==> src/rtl/vga_img_pkg.sv <==
// Shared image geometry and FSM state type for the VGA channel frame-buffer blocks.
package vga_img_pkg;

    localparam int unsigned IMG_W     = 400;
    localparam int unsigned IMG_H     = 400;
    localparam int unsigned IMG_DEPTH = IMG_W * IMG_H;

    typedef enum logic [1:0] {
        IDLE,
        WRITE,
        DRAIN,
        DONE
    } fsm_state_t;

    // Counter width that never collapses to zero bits for degenerate sizes.
    function automatic int unsigned clog2_min1(input int unsigned n);
        return (n <= 2) ? 1 : $clog2(n);
    endfunction

endpackage

==> src/rtl/frame_buffer_writer.sv <==
// Loads one colour plane from a valid/ready byte stream into a frame-buffer RAM,
// issuing linear write requests through a single-entry output register.
module frame_buffer_writer #(
    parameter int unsigned IMG_W  = vga_img_pkg::IMG_W,
    parameter int unsigned IMG_H  = vga_img_pkg::IMG_H,
    parameter int unsigned DEPTH  = IMG_W * IMG_H,
    parameter int unsigned ADDR_W = 32,
    parameter int unsigned DATA_W = 8
) (
    input  logic              clk,
    input  logic              rst_n,
    input  logic              start,
    input  logic              abort,
    input  logic              in_valid,
    input  logic [DATA_W-1:0] in_data,
    output logic              in_ready,
    output logic              wr_en,
    output logic [ADDR_W-1:0] wr_addr,
    output logic [DATA_W-1:0] wr_data,
    input  logic              mem_wr_ready,
    output logic              busy,
    output logic              done,
    output logic [15:0]       frame_count
);
    import vga_img_pkg::*;

    localparam int unsigned PIX_W = clog2_min1(DEPTH);
    localparam int unsigned COL_W = clog2_min1(IMG_W);
    localparam int unsigned ROW_W = clog2_min1(IMG_H);
    localparam logic [COL_W-1:0] COL_LAST = COL_W'(IMG_W - 1);
    localparam logic [ROW_W-1:0] ROW_LAST = ROW_W'(IMG_H - 1);

    fsm_state_t        state_q, state_d;
    logic [PIX_W-1:0]  pix_q, pix_d;
    logic [COL_W-1:0]  col_q, col_d;
    logic [ROW_W-1:0]  row_q, row_d;
    logic              wr_en_q, wr_en_d;
    logic [ADDR_W-1:0] wr_addr_q, wr_addr_d;
    logic [DATA_W-1:0] wr_data_q, wr_data_d;
    logic              busy_q, busy_d;
    logic              done_q, done_d;
    logic [15:0]       fcnt_q, fcnt_d;

    logic accept;
    logic last_pix;

    // The output slot frees up in the same cycle it drains, giving 1 byte/clk.
    assign in_ready = (state_q == WRITE) && (!wr_en_q || mem_wr_ready);
    assign accept   = in_valid && in_ready && !abort;
    assign last_pix = (row_q == ROW_LAST) && (col_q == COL_LAST);

    always_comb begin
        state_d   = state_q;
        pix_d     = pix_q;
        col_d     = col_q;
        row_d     = row_q;
        wr_en_d   = wr_en_q;
        wr_addr_d = wr_addr_q;
        wr_data_d = wr_data_q;
        fcnt_d    = fcnt_q;

        case (state_q)
            IDLE: begin
                if (start && !abort) begin
                    state_d = WRITE;
                    pix_d   = '0;
                    col_d   = '0;
                    row_d   = '0;
                end
            end
            WRITE: begin
                if (abort) begin
                    state_d = IDLE;
                end else if (accept && last_pix) begin
                    state_d = DRAIN;
                end
            end
            DRAIN: begin
                if (abort) begin
                    state_d = IDLE;
                end else if (!wr_en_q || mem_wr_ready) begin
                    state_d = DONE;
                    fcnt_d  = fcnt_q + 16'd1;
                end
            end
            DONE: begin
                state_d = IDLE;
            end
            default: begin
                state_d = IDLE;
            end
        endcase

        if (wr_en_q && mem_wr_ready) begin
            wr_en_d = 1'b0;
        end

        if (accept) begin
            wr_en_d   = 1'b1;
            wr_addr_d = ADDR_W'(pix_q);
            wr_data_d = in_data;
            pix_d     = pix_q + PIX_W'(1);
            if (col_q == COL_LAST) begin
                col_d = '0;
                row_d = row_q + ROW_W'(1);
            end else begin
                col_d = col_q + COL_W'(1);
            end
        end

        // Abort drops any pending write regardless of the RAM handshake.
        if (abort && ((state_q == WRITE) || (state_q == DRAIN))) begin
            wr_en_d = 1'b0;
        end

        busy_d = (state_d == WRITE) || (state_d == DRAIN);
        done_d = (state_d == DONE);
    end

    always_ff @(posedge clk) begin
        if (!rst_n) begin
            state_q   <= IDLE;
            pix_q     <= '0;
            col_q     <= '0;
            row_q     <= '0;
            wr_en_q   <= 1'b0;
            wr_addr_q <= '0;
            wr_data_q <= '0;
            busy_q    <= 1'b0;
            done_q    <= 1'b0;
            fcnt_q    <= '0;
        end else begin
            state_q   <= state_d;
            pix_q     <= pix_d;
            col_q     <= col_d;
            row_q     <= row_d;
            wr_en_q   <= wr_en_d;
            wr_addr_q <= wr_addr_d;
            wr_data_q <= wr_data_d;
            busy_q    <= busy_d;
            done_q    <= done_d;
            fcnt_q    <= fcnt_d;
        end
    end

    assign wr_en       = wr_en_q;
    assign wr_addr     = wr_addr_q;
    assign wr_data     = wr_data_q;
    assign busy        = busy_q;
    assign done        = done_q;
    assign frame_count = fcnt_q;

endmodule

==> config.mk <==
export PLATFORM = sky130hd
export DESIGN_NAME = frame_buffer_writer
export DESIGN_NICKNAME = d
export VERILOG_FILES = /design/src/rtl/vga_img_pkg.sv /design/src/rtl/frame_buffer_writer.sv
export SDC_FILE = /design/constraint.sdc
export NUM_CORES = 1
export LEC_CHECK = 0
export ABC_AREA = 1
export CAP_MARGIN = 25
export CORE_MARGIN = 3
export CORE_UTILIZATION = 28
export DETAILED_ROUTE_END_ITERATION = 10
export HOLD_SLACK_MARGIN = 0.03
export REMOVE_ABC_BUFFERS = 1
export SYNTH_ARGS = -nofsm -noshare
export SYNTH_HDL_FRONTEND = slang
export SYNTH_SLANG_ARGS = --single-unit
==> constraint.sdc <==
create_clock -name clk -period 2.28 [get_ports clk]
set_input_delay 0.342 -clock clk [delete_from_list [all_inputs] [get_ports clk]]
set_output_delay 0.342 -clock clk [all_outputs]
set_load 0.01 [all_outputs]
==> run metrics <==
outcome completed; Post-CTS Hold Buffers 0; port bufs 59; Min-Delay Endpoint col_q[8]; grt met1 use between 10% and 20%; hold path depth 2; Worst-path clk slew 60 ps; sequential fraction of the synthesis area 41.0%; root buffer cell clkbuf_16; most frequent CP cell inv_1; gr usage total a little under an eighth; grt ovf 0; proportion of layout cells with a drive suffix above 1 between 7 and 8%; Worst-Skew Late Latency ~340 ps; worst reg-to-reg path cell count 11; met3 Resource Use GR 3.28%; Chip Width around 130 um; Synth Warn # 0; layout net count 647; dominant synthesized flop cell dfxtp_1; I/O pin total 74; Via density 4.57; DP Wirelength 6270 um; setup total negative slack 0 ps; Post-synth EDFFs 0; Avg Inst Size Synth 7.14 um2; Final Setup Violations 0; FFs w/ async S/R, synth 0%; Synth Cell Area 4050 um2; post-layout min period 2030 ps; CTS Buffer Depth 2; Worst VDD drop 0.000403 V; worst-path cell chain inv_1 > ha_1 > inv_1 > nor2_1 > clkdlybuf4s50_1; Startpoint Class register; die boundary height 126 um; clk sinks 83; Post-Route WL 9250 um; die area 16000 um2; P&R area growth vs syn 25.8%; crit-path max cell delay 540 ps; pre-CTS setup slack between 200 and 250 ps; Yosys top cell area share 41.0%; period utilization 89.2%; post-CTS sizing 0; max_cap viols 0; Initial Util 28.9%; LEAKAGE ~0.0019 uW; GPL Wtd Cong 0.808; final hold violation count 0; number of CTS-inserted buffers 9; antenna violations before repair 0; met2 Track Usage GR 19.6%; Fmax 0.492 GHz; row count 43; Clock Skew 6.60 ps; pin count of the biggest net entering global routing 47; core area 14000 um2; synthesized flop and latch total 83; critical path class reg -> out; Hold Crit Start col_q[8]; diode count 0; number of global-route vias before repair 3439; vias post-DR 3704; number of unique standard cell types used by synthesis 40; WL/cell 11.4 um; H-Tree Depth 3; CP endpoint kind primary output; Power Density 621 nW/um2; Req. time, crit path 1940 ps; Final Util 36.3%; r2r setup slk about 430 ps; register area 1660 um2; Synth area leader dfxtp_1; Final Max Tran Viols 0; synth top area cells dfxtp_1, nand2_1, a21oi_1, nor2_1, o21ai_0; cell count after synthesis 568; area of the multi-input gates about 2000 um2; Post-CTS Setup Inserts 0; Fillers 1485; # DRC 0; global route hottest layer met2; final worst slack roughly 250 ps; Reg2Reg Launch Point row_q[0]; Slowest cell on crit path clkdlybuf4s50_1; post-route ant nets 0; worst hold path type reg -> reg; DR pass1 iterations 5; DRT iter0 DRCs approximately 210; Reg-to-Reg End busy; CP max FO 4; first-pass GRT wire length about 16000 um; CTS tree built; RSZ-0062 raised after global routing false; crit path DAT 1690 ps
## cells in the mapped netlist (3+ instances only)
library cell,instances
clkbuf_1,8
nor3_1,14
nor2_4,3
xor2_1,3
nor3b_1,3
xnor2_1,3
nor2_1,67
dfxtp_1,83
o21ai_0,48
inv_1,54
nand4_1,11
ha_1,8
nand2_1,114
a21oi_1,62
nand3_1,28
nor2_2,4
inv_2,5
nand3b_1,5
buf_4,17
## routing by layer
| layer | vias up | routed length (um) |
|---|---|---|
| met5 | - | 0 |
| met4 | 0 | 119 |
| met3 | 10 | 515 |
| met2 | 97 | 4120 |
| met1 | 1652 | 4500 |
| li1 | 1945 | - |
## worst max-delay path: cells and delay by family, from the launching register on
kind	cells	cell delay, ps
adder cells (fa/ha/maj)	1	260
buffers and inverters	3	690
AND/OR/NAND/NOR	1	100
flip-flops	1	310
## worst max path at each step
stage          slack, ps          from  endpoint
2_1_floorplan         50    state_q[1]      busy
3_3_place_gp         250  mem_wr_ready      busy
3_5_place_dp         210  mem_wr_ready      busy
4_1_cts              220    state_q[1]  in_ready
5_1_grt              100    state_q[1]  in_ready
6_report             250    state_q[1]  in_ready
## sequential cells by signal, summed over array words and instances (netlist names)
name         count
row_q            9
wr_data          8
busy             1
frame_count     16
col_q            9
done             1
pix_q           18
wr_en            1
wr_addr         18
state_q          2
## final cells by class
type / count / area share (%)
tap: 180 / 4.42
sequential: 83 / 32.6
multi-input combinational: 406 / 39.2
inverter: 60 / 4.42
clock buffer: 11 / 4.95
timing repair buffer: 65 / 13.2
clock inverter: 5 / 1.20
## cell usage in the layout (no fill, tap or decap), types with 2 or more instances in the layout
master           netlist  layout
nand2_1              114     114
dfxtp_1               83      83
nor2_1                67      67
a21oi_1               62      62
clkdlybuf4s50_1        0      59
inv_1                 54      54
o21ai_0               48      48
nand3_1               28      28
nor3_1                14      14
conb_1                 1      14
nand4_1               11      11
clkbuf_16              0       9
ha_1                   8       8
inv_2                  5       5
nand3b_1               5       5
nor2_2                 4       4
nor2_4                 3       3
nor3b_1                3       3
xnor2_1                3       3
xor2_1                 3       3
clkinvlp_4             0       3
buf_4                 17       3
buf_12                 0       3
nand2_4                2       2
nand3_4                2       2
nand2_2                2       2
o21a_1                 2       2
a211oi_1               2       2
clkbuf_8               0       2
## power by group
group / internal (uW) / total (uW) / switching (uW)
clock network: 910 / 1510 / 600
logic: 75.4 / 183 / 108
registers: 1470 / 1470 / 7.96
total: 2450 / 3170 / 716
## per-stage QoR
stage	instances	hold slack (ps)	instance area [um2]	total power, uW
detailed placement	794	460	4790	1690
global route	810	492	5100	3300
CTS	810	470	5100	3220
floorplan	549	435	3890	1590
global placement	794	457	4790	1690
finish	810	465	5100	3170
## cells by family after synthesis
logic type,share of synthesized area [%]
flops,41.0
compound gates,15.2
buf+inv,10.8
xor+xnor,1.30
fa+ha+maj,2.47
simple gates,29.1
other cells,0.0925
(Power assumes the default switching activity.)
